===== src/rtl/ifu_fetch.sv =====
`timescale 1ns/1ps
// ifu_fetch: PC register and instruction-fetch sequencer for the MIPS core.
// Fetches the word at pc, presents {pc, instr} to decode, then reloads pc from npc.
module ifu_fetch #(
  parameter logic [31:0] RESET_PC   = 32'h0000_3000,
  parameter logic [31:0] IMEM_BASE  = 32'h0000_3000,
  parameter int unsigned IMEM_WORDS = 1024
) (
  input  logic        clk,
  input  logic        reset,
  input  logic [31:0] npc,
  input  logic        instr_ready,
  input  logic        imem_gnt,
  input  logic        imem_rvalid,
  input  logic [31:0] imem_rdata,
  output logic        imem_req,
  output logic [31:0] imem_addr,
  output logic [31:0] pc,
  output logic [31:0] instr,
  output logic        instr_valid,
  output logic        err,
  output logic [31:0] err_pc,
  output logic [31:0] fetch_cnt
);

  typedef enum logic [2:0] {
    ST_BOOT  = 3'd0,
    ST_FETCH = 3'd1,
    ST_WAIT  = 3'd2,
    ST_VALID = 3'd3,
    ST_ERR   = 3'd4
  } state_t;

  // Window bounds carry an extra bit so a window ending at 2^32 does not wrap.
  localparam logic [32:0] WIN_LO = {1'b0, IMEM_BASE};
  localparam logic [32:0] WIN_HI = WIN_LO + (33'(IMEM_WORDS) << 2);
  localparam bit RESET_PC_OK = (RESET_PC[1:0] == 2'b00) &&
                               ({1'b0, RESET_PC} >= WIN_LO) &&
                               ({1'b0, RESET_PC} <  WIN_HI);

  if (!RESET_PC_OK) begin : g_reset_pc_check
    $error("ifu_fetch: RESET_PC is not a legal fetch address");
  end

  function automatic logic pc_legal(input logic [31:0] addr);
    logic [32:0] addr_x;
    addr_x = {1'b0, addr};
    return (addr[1:0] == 2'b00) && (addr_x >= WIN_LO) && (addr_x < WIN_HI);
  endfunction

  state_t      state_r;
  logic [31:0] pc_r;
  logic [31:0] instr_r;
  logic [31:0] err_pc_r;
  logic [31:0] fetch_cnt_r;
  logic        npc_ok_s;

  assign npc_ok_s = pc_legal(npc);

  // Fetch sequencer: owns pc, captured instruction, fault capture and accept counter.
  always_ff @(posedge clk or negedge reset) begin
    if (!reset) begin
      state_r     <= ST_BOOT;
      pc_r        <= RESET_PC;
      instr_r     <= 32'h0000_0000;
      err_pc_r    <= 32'h0000_0000;
      fetch_cnt_r <= 32'h0000_0000;
    end else begin
      case (state_r)
        ST_BOOT: begin
          state_r <= ST_FETCH;
        end
        ST_FETCH: begin
          if (imem_gnt) begin
            state_r <= ST_WAIT;
          end else begin
            state_r <= ST_FETCH;
          end
        end
        ST_WAIT: begin
          if (imem_rvalid) begin
            instr_r <= imem_rdata;
            state_r <= ST_VALID;
          end else begin
            state_r <= ST_WAIT;
          end
        end
        ST_VALID: begin
          if (instr_ready) begin
            fetch_cnt_r <= fetch_cnt_r + 32'd1;
            if (npc_ok_s) begin
              pc_r    <= npc;
              state_r <= ST_FETCH;
            end else begin
              err_pc_r <= npc;
              state_r  <= ST_ERR;
            end
          end else begin
            state_r <= ST_VALID;
          end
        end
        ST_ERR: begin
          state_r <= ST_ERR;
        end
        default: begin
          state_r <= ST_ERR;
        end
      endcase
    end
  end

  assign imem_req    = (state_r == ST_FETCH);
  assign imem_addr   = pc_r;
  assign pc          = pc_r;
  assign instr       = instr_r;
  assign instr_valid = (state_r == ST_VALID);
  assign err         = (state_r == ST_ERR);
  assign err_pc      = err_pc_r;
  assign fetch_cnt   = fetch_cnt_r;

endmodule


===== config.mk =====
export PLATFORM = sky130hd
export DESIGN_NAME = ifu_fetch
export DESIGN_NICKNAME = d
export VERILOG_FILES = /design/src/rtl/ifu_fetch.sv
export SDC_FILE = /design/constraint.sdc
export NUM_CORES = 1
export LEC_CHECK = 0
export ABC_AREA = 1
export BUFFER_PORTS_ARGS = -buffer_cell sky130_fd_sc_hd__buf_4
export CAP_MARGIN = 15
export CORE_UTILIZATION = 49
export CTS_CLUSTER_SIZE = 28
export DETAILED_ROUTE_END_ITERATION = 6
export GPL_TIMING_DRIVEN = 0
export PLACE_DENSITY = 0.92
export SLEW_MARGIN = 20
export SYNTH_ARGS = -nofsm -noshare
export SYNTH_HDL_FRONTEND = slang
export SYNTH_SLANG_ARGS = --single-unit

===== constraint.sdc =====
create_clock -name clk -period 1.8 [get_ports clk]
set_clock_uncertainty 0.2 [all_clocks]
set_input_delay 0.09 -clock clk [delete_from_list [all_inputs] [get_ports clk]]
set_output_delay 0.09 -clock clk [all_outputs]
set_load 0.03 [all_outputs]

* Yosys cells after proc, flatten, opt, wreduce, memory -nomap -nowiden
Index checks and enable logic that the tools add are counted.
** Storage, ports and cells
- Output and inout bits :: 163
- Logic and storage cells :: 26
- Register bits after elaboration :: 131
- Input bits :: 69
** Operators by class
- $add $sub $neg :: 1
- Bitwise gates (word level) :: 1
- Muxes and demuxes :: 5
- Reduce and logical (&&, ||, !) cells :: 8
- Magnitude comparators :: 2
- Eq/ne operators :: 4
** Operators with widths (number)
- $add 32x1->32 const B :: 1
- $ge 32x14->1 const B :: 1
- $lt 32x15->1 const B :: 1
- $pmux 3 s4 :: 1
- $eq 3x2->1 const B :: 2
- $mux 3 :: 2
- $reduce_and 3->1 :: 2
- $reduce_and 2->1 :: 2
- $eq 3x1->1 const B :: 1
- $eq 3x3->1 const B :: 1
- $logic_not 3->1 :: 1
- $logic_and 1x1->1 :: 2
- $logic_not 2->1 :: 1
- $mux 2 :: 1
- $mux 1 :: 1
- $not 1->1 :: 1

* Logic depth before layout (Yosys ltp)
Gate-level depths: netlist of run 1.
- Depth in word-level cells :: 6
- Mapped depth :: 10
- Depth with buffers taken out :: 9

* Worst setup path after synthesis of run 1
OpenSTA, ideal clock, no wires.
- Path kind :: flip-flop to flip-flop
- From :: reg fetch_cnt_r[1] (netlist: fetch_cnt[1])
- To :: reg fetch_cnt_r[18] (netlist: fetch_cnt[18])
- Stages on the path, launching flop included :: 9
- Data arrival time :: 1.488 ns
- Required time :: 1.479 ns
- Slack :: -0.009 ns
- Path buffers :: 0
- Period minus slack after synthesis :: 1.809 ns
- Setup time :: 0.121 ns
- Path through :: dfrtp_1 ha_1 inv_1 nor2_1 nand3_4 nor2_4 nand2_1 o21ai_1 nand2_1
** Between the ends
- Word-level cells in the longest chain between the ends :: 1
** Ends and longest elaborated chain
- start, declared :: RTL line 55 : logic [31:0] fetch_cnt_r;
- start signal, assigned :: RTL line 90 : fetch_cnt_r <= fetch_cnt_r + 32'd1;
- $add 32x1->32 :: RTL line 90
Every way passes these cells.
A chain may end at the register's enable or synchronous reset.

* Worst setup path in the final report of run 1
- From :: in npc[1]
- To :: reg err_pc_r[4] (netlist: err_pc[4])
** Between the ends
- Word-level cells in the longest chain between the ends :: 5
- Elaborated cells between the ends (all ways) :: 7
- Classes of those cells :: 2 x order compare; 1 x bitwise; 4 x reduce/logical
** Ends and longest elaborated chain
- start, declared :: RTL line 11 : input logic [31:0] npc,
- $ge 32x14->1 or $logic_not 2->1 (tied branches) :: RTL line 48 : return (addr[1:0] == 2'b00) && (addr_x >= WIN_LO) && (addr_x < WIN_HI);
- $logic_and 1x1->1 :: RTL line 48
- $logic_and 1x1->1 * :: RTL line 48
- $not 1->1 (no line) *
- $reduce_and 3->1 (no line) *
- end signal, assigned :: RTL line 95 : err_pc_r <= npc;
- end, declared :: RTL line 54 : logic [31:0] err_pc_r;
Mark *: on every way between the ends. The rest lies on a longest branch, timed or not.

==> flow_summary.ini, run 1 <==
[status]
status = completed

[pwr]
power_density_nw_per_um2 = 728.9
ir_drop_v = 0.0004925
p_leak_nw = 5.115

[timing]
slew_viol_final = 0
fin_ws_ns = 0.05084
hold_viol = 0
rsz0062_at_grt = yes
tightestPinTransition_ns = 0.4164
period_share_pct = 97.18
period_needed_ns = 1.749
max_slew_margin_pct = 72.24
setup_violations = 0
fmax_mhz = 571.7

[grt]
grt_pass1_wl_um = 28700
antenna_found_initial = 0
grt_max_degree = 78
grt.total_usage_pct = 29.07
grt_pass1_vias = 5940
gr-total-overflow = 0

[placement]
place_hpwl_um = 11530
portBuffers = 230
place.gp.congestion = 0.8703
post-place-ws_ns = 0.01369
place_area_sq_um = 7941

[synth]
syn_nets = 796
synth.distinct_cells = 28
yosysSeqAreaShare_pct = 54.73
synthCells = 726
ys_warn_count = 0
ys_ff_latch = 131
netlist_area_sq_um = 5994
syn_area_per_cell_sq_um = 8.257

[drt]
via_per_inst = 4.973
drc = 0
avgRoutedWirePerCell_um = 15.10
routed-via-count = 6022
antenna_left = 0
postRouteWirelength_um = 18290
drtIter0Drc = 523
drt_pass1_iterations = 6

[floorplanning]
dieArea_sq_um = 12680
io_pins = 232
die_h_um = 112.6
die_w_um = 112.6
start_util_pct = 50.12
num_rows = 40
coreArea_sq_um = 11960

[worst_setup_path]
cp-end-kind = register
slowest_stage = dlygate4sd3_1
slowest_delay_ns = 0.55
path_common_cell = nand2_1
worstPathMaxFanout = 10
cp.arrival_ns = 1.84
cp-start-kind = input port
crit_type = input port to register
worst_ep_required_time_ns = 1.89
path_cells = dlygate4sd3_1 > buf_4 > nor2_1 > nand3_1 > nor2_4 > nor2_2 > clkbuf_4 > nand2_1 > nand2_1

[clock_network]
cts_tree = yes
h-tree-depth = 4
cts-root-buf = clkbuf_16
clk_pin_slew_ns = 0.06
cts_buffer_depth = 2
cts_made_buffers = 17
clock_latency_ns = 0.40
cts.sinks = 131

[cells_and_area]
areaGrowthSynthToFinish_pct = 56.36
layout_commonest_cell = nand2_1
nets = 1122
drive_gt1_share_pct = 33.93
n_antenna_cell = 0
seq_area_sq_um = 3287
fillers = 790
layout_common_cells = 313 x nand2_1, 271 x buf_4, 124 x dfrtp_1
design_area_sq_um = 9373
multi_input_area_sq_um = 2216

[min_path]
min-delay-path-class = input port to register

[flow_run]
max_cap_viol_count = 0
cells by family (layout without fill, tap and decap cells):
family	Yosys count	in the layout	share of synthesized area (%)
xor gates and xnor gates	15	15	2.192
buffers and inverters	119	457	9.852
AOI/OAI and AO/OA	7	7	0.6469
and+or+nand+nor	453	453	32.37
DFF	131	131	54.73
adders and majority gates	1	1	0.2087
critical path, delay by kind of cell:
family                 cells  cell delay, ns
buffers and inverters      3            0.90
and+or+nand+nor            6            0.87
what timing repair did:
item	4_1_cts	5_1_grt
cloned	0	0
hold buffers	69	0
buffers inserted	2	5
endpoints found under the setup margin	1	110
endpoints found under the hold margin	218	0
gates resized for setup	3	35
pin swaps	1	3
layer usage:
layer,track usage (%),vias to the layer above,wire [um]
met5,0,-,0
met4,13.42,0,648
met3,8.207,65,1339
met2,51.44,298,9407
met1,32.42,2812,6891
li1,-,2847,-
power by group:
part,total (mW),switching (mW),leakage (nW),internal [mW]
sequential,3.01,0.0241,1.66,2.98
combinational,0.517,0.255,3.18,0.262
clock,3.31,1.25,0.276,2.06
cell type report:
class                   count  area share, %
flip-flops and latches    131          35.07
repair buffers            307          26.77
multi-input cells         476          23.64
clock buffers              21          4.806
plain buffers              52          3.871
inverters                  67          2.710
well taps                 147          1.962
clock inverters            10          1.175
worst paths after layout:
| kind | start | to | slack (ns) | cells past startpoint |
|---|---|---|---|---|
| worst max register to register | state_r[2] | fetch_cnt[13] | 0.08 | 7 |
| worst max-delay path | npc[1] | err_pc[4] | 0.05 | 9 |
| worst min register to register | imem_addr[13] | imem_addr[13] | 0.27 | 2 |
| max in group asynchronous | reset | fetch_cnt[1] | 0.13 | 4 |
| worst min-delay path | npc[18] | err_pc[9] | 0.04 | 8 |
| min in group asynchronous | reset | instr[10] | 0.52 | 3 |
state kept, by name, summed over array words and instances, names as in the netlist:
register and flops:
imem_addr 32, fetch_cnt 32, err_pc 32, instr 32
state_r 3
per-stage QoR:
stage | utilization, % | hold WS (ns) | setup TNS, ns | std cells | total power, mW
after floorplan | - | -0.4056 | 0 | 726 | 3.171
after global placement | 66.10 | 0.09077 | -0.1193 | 1103 | 3.415
after detailed placement | 66.39 | -0.1689 | 0 | 1104 | 3.434
after CTS | 77.03 | 0.02637 | 0 | 1206 | 6.841
after global routing | 78.36 | 0.08640 | -0.3687 | 1211 | 7.062
final | 78.36 | 0.03523 | 0 | 1211 | 6.832
synthesized netlist by cell type:
cell type | number | area share (%)
nand3_1 | 19 | 1.6
ha_1 | 1 | 0.21
xor2_1 | 7 | 1.0
a21oi_1 | 1 | 0.083
and2_1 | 1 | 0.10
nand4_4 | 1 | 0.35
nor2_2 | 10 | 1.0
buf_4 | 32 | 4.0
dfrtp_1 | 129 | 54
nand3_4 | 2 | 0.58
nand3b_1 | 3 | 0.38
dfstp_2 | 2 | 0.88
nor2_4 | 4 | 0.75
nand3_2 | 4 | 0.67
nand2_2 | 1 | 0.10
o21ai_1 | 4 | 0.33
o21ai_0 | 1 | 0.083
o21ai_2 | 1 | 0.15
inv_2 | 5 | 0.31
nor3_1 | 3 | 0.25
nand4_1 | 22 | 2.3
buf_2 | 19 | 1.6
nor2_1 | 67 | 4.2
nor2_8 | 1 | 0.33
xnor2_1 | 8 | 1.2
clkbuf_1 | 1 | 0.063
inv_1 | 62 | 3.9
nand2_1 | 315 | 20
No activity file was read; power rests on OpenSTA's default activity.
==> inputs of run 2 (changes only) <==
--- a/config.mk
+++ b/config.mk
@@ -6,6 +6,7 @@
 export NUM_CORES = 1
 export LEC_CHECK = 0
 export ABC_AREA = 1
+export ABC_CLOCK_PERIOD_IN_PS = 1800
 export BUFFER_PORTS_ARGS = -buffer_cell sky130_fd_sc_hd__buf_4
 export CAP_MARGIN = 15
 export CORE_UTILIZATION = 49
==> constraint.sdc (replaced) <==
create_clock -name clk -period 1.8 [get_ports clk]
set_clock_uncertainty 0.2 [all_clocks]
set_input_delay 0.09 -clock clk [delete_from_list [all_inputs] [get_ports clk]]
set_output_delay 0.09 -clock clk [all_outputs]
set_load 0.01 [all_outputs]
==> run 2 against run 1 <==
Die area is the same. Total power shrank 0.34%. First-iteration DRC count shrank 22%. Fmax grew 0.47%. Critical path type unchanged. Routed wire length grew 2.7%. Sequential share of layout area shrank 0.21 points. Sequential power is essentially flat. Via count grew 1.5%. The flow now finishes with violations (negative hold slack).
==> flow_summary.ini, run 2 (same netlist as run 1, synthesis figures left out) <==
[floorplanning]
start_util_pct = 50.12
die_h_um = 112.6
dieArea_sq_um = 12680
io_pins = 232
die_w_um = 112.6
coreArea_sq_um = 11960
num_rows = 40

[grt]
grt_max_degree = 77
grt_pass1_vias = 6010
grt.total_usage_pct = 30.07
gr-total-overflow = 0
grt_pass1_wl_um = 29380
antenna_found_initial = 2

[worst_setup_path]
r2r_start = state_r[2]
cp-end-kind = register
cp.arrival_ns = 1.83
r2r-end = instr[21]
r2r_setup_slack_ns = 0.08
cp-start-kind = input port
worst_ep_required_time_ns = 1.89
worstRegToRegCells = 7
crit_type = input port to register
worstPathMaxFanout = 10

[clock_network]
cts.sinks = 131
cts_made_buffers = 17
clock_latency_ns = 0.41
cts_buffer_depth = 2
clk_pin_slew_ns = 0.06
cts-root-buf = clkbuf_16
cts_tree = yes
h-tree-depth = 4

[timing]
hold_viol = 6
rsz0062_at_grt = yes
period_needed_ns = 1.741
fmax_mhz = 574.4
max_slew_margin_pct = 69.85
finalSetupTns_ns = 0
period_share_pct = 96.73
setup_violations = 0
slew_viol_final = 0
tightestPinTransition_ns = 0.4522
holdWs_ns = -0.01287

[drt]
postRouteWirelength_um = 18770
routed-via-count = 6114
avgRoutedWirePerCell_um = 15.41
via_per_inst = 5.020
drc = 0
antenna_left = 0
drtIter0Drc = 408
drt_pass1_iterations = 7

[pwr]
ir_drop_v = 0.0006337
power_density_nw_per_um2 = 722.6
p_leak_nw = 5.150

[cells_and_area]
drive_gt1_share_pct = 34.42
multi_input_area_sq_um = 2215
layout_common_cells = 312 x nand2_1, 278 x buf_4, 126 x dfrtp_1
seq_area_sq_um = 3284
fillers = 752
areaGrowthSynthToFinish_pct = 57.19
layout_commonest_cell = nand2_1
nets = 1127
final_cells = 1218

[placement]
place_hpwl_um = 11550
portBuffers = 230
place.gp.congestion = 0.8809
place_inst = 1104

[status]
violations = negative hold slack
status = complete, but fails checks

[flow_run]
max_cap_viol_count = 0

[min_path]
min-delay-path-class = input port to asynchronous set/reset pin
[run 2: where the power goes]
group | internal (mW) | switching (mW)
logic | 0.258 | 0.198
registers | 2.98 | 0.0255
clock network | 2.09 | 1.25
total | 5.33 | 1.47
[run 2: what timing repair did]
action                                  4_1_cts  5_1_grt
hold endpoints to repair                    209        0
endpoints found under the setup margin        4       95
gates resized for setup                       5       38
buffers inserted                              1       12
gates cloned                                  0        0
hold buffers                                 68        0
pin swaps                                     1        6
[run 2: per-layer routing]
metal  vias to the layer above  track usage (%)  wire, um
li1                       2848                -         -
met1                      2899            33.60      7121
met2                       291            52.80      9625
met3                        76            7.883      1266
met4                         0            15.64       761
met5                         -                0         0
[run 2: worst max path at each step]
| stage | startpoint | to | slack (ns) | cells past startpoint |
|---|---|---|---|---|
| after floorplan | fetch_cnt[1] | fetch_cnt[18] | 0.15 | 8 |
| after global placement | reset | err_pc[24] | 0.01 | 1 |
| after detailed placement | fetch_cnt[1] | fetch_cnt[18] | 0.004 | 8 |
| after CTS | state_r[0] | instr_valid | 0.005 | 4 |
| after global routing | npc[21] | imem_addr[27] | -0.02 | 11 |
| final | npc[30] | err_pc[1] | 0.06 | 9 |
[run 2: cell type report]
type | instances | area share, %
sequential | 131 | 34.86
timing repair buffer | 312 | 27.00
multi-input combinational | 476 | 23.50
clock buffer | 21 | 4.886
buffer | 52 | 3.930
inverter | 67 | 2.669
tap | 147 | 1.952
clock inverter | 10 | 1.155
antenna | 2 | 0.05311
[run 2: worst max-delay path, cell delays in order]
cell	delay (ns)
dlygate4sd3_1	0.54
buf_4	0.14
nor2_1	0.12
nand3_1	0.24
nor2_4	0.27
nor2_4	0.07
buf_4	0.18
nand2_1	0.10
nand2_1	0.08
[run 2: per-stage QoR]
step	instance area (sq um)	utilization, %	power, mW	setup slack, ns
after floorplan	5995	-	3.115	0.1522
after global placement	7905	66.09	3.356	0.01459
after detailed placement	7940	66.38	3.377	0.003541
after CTS	9210	77.00	6.807	0.005010
after global routing	9423	78.78	7.017	-0.02440
final	9423	78.78	6.809	0.05894
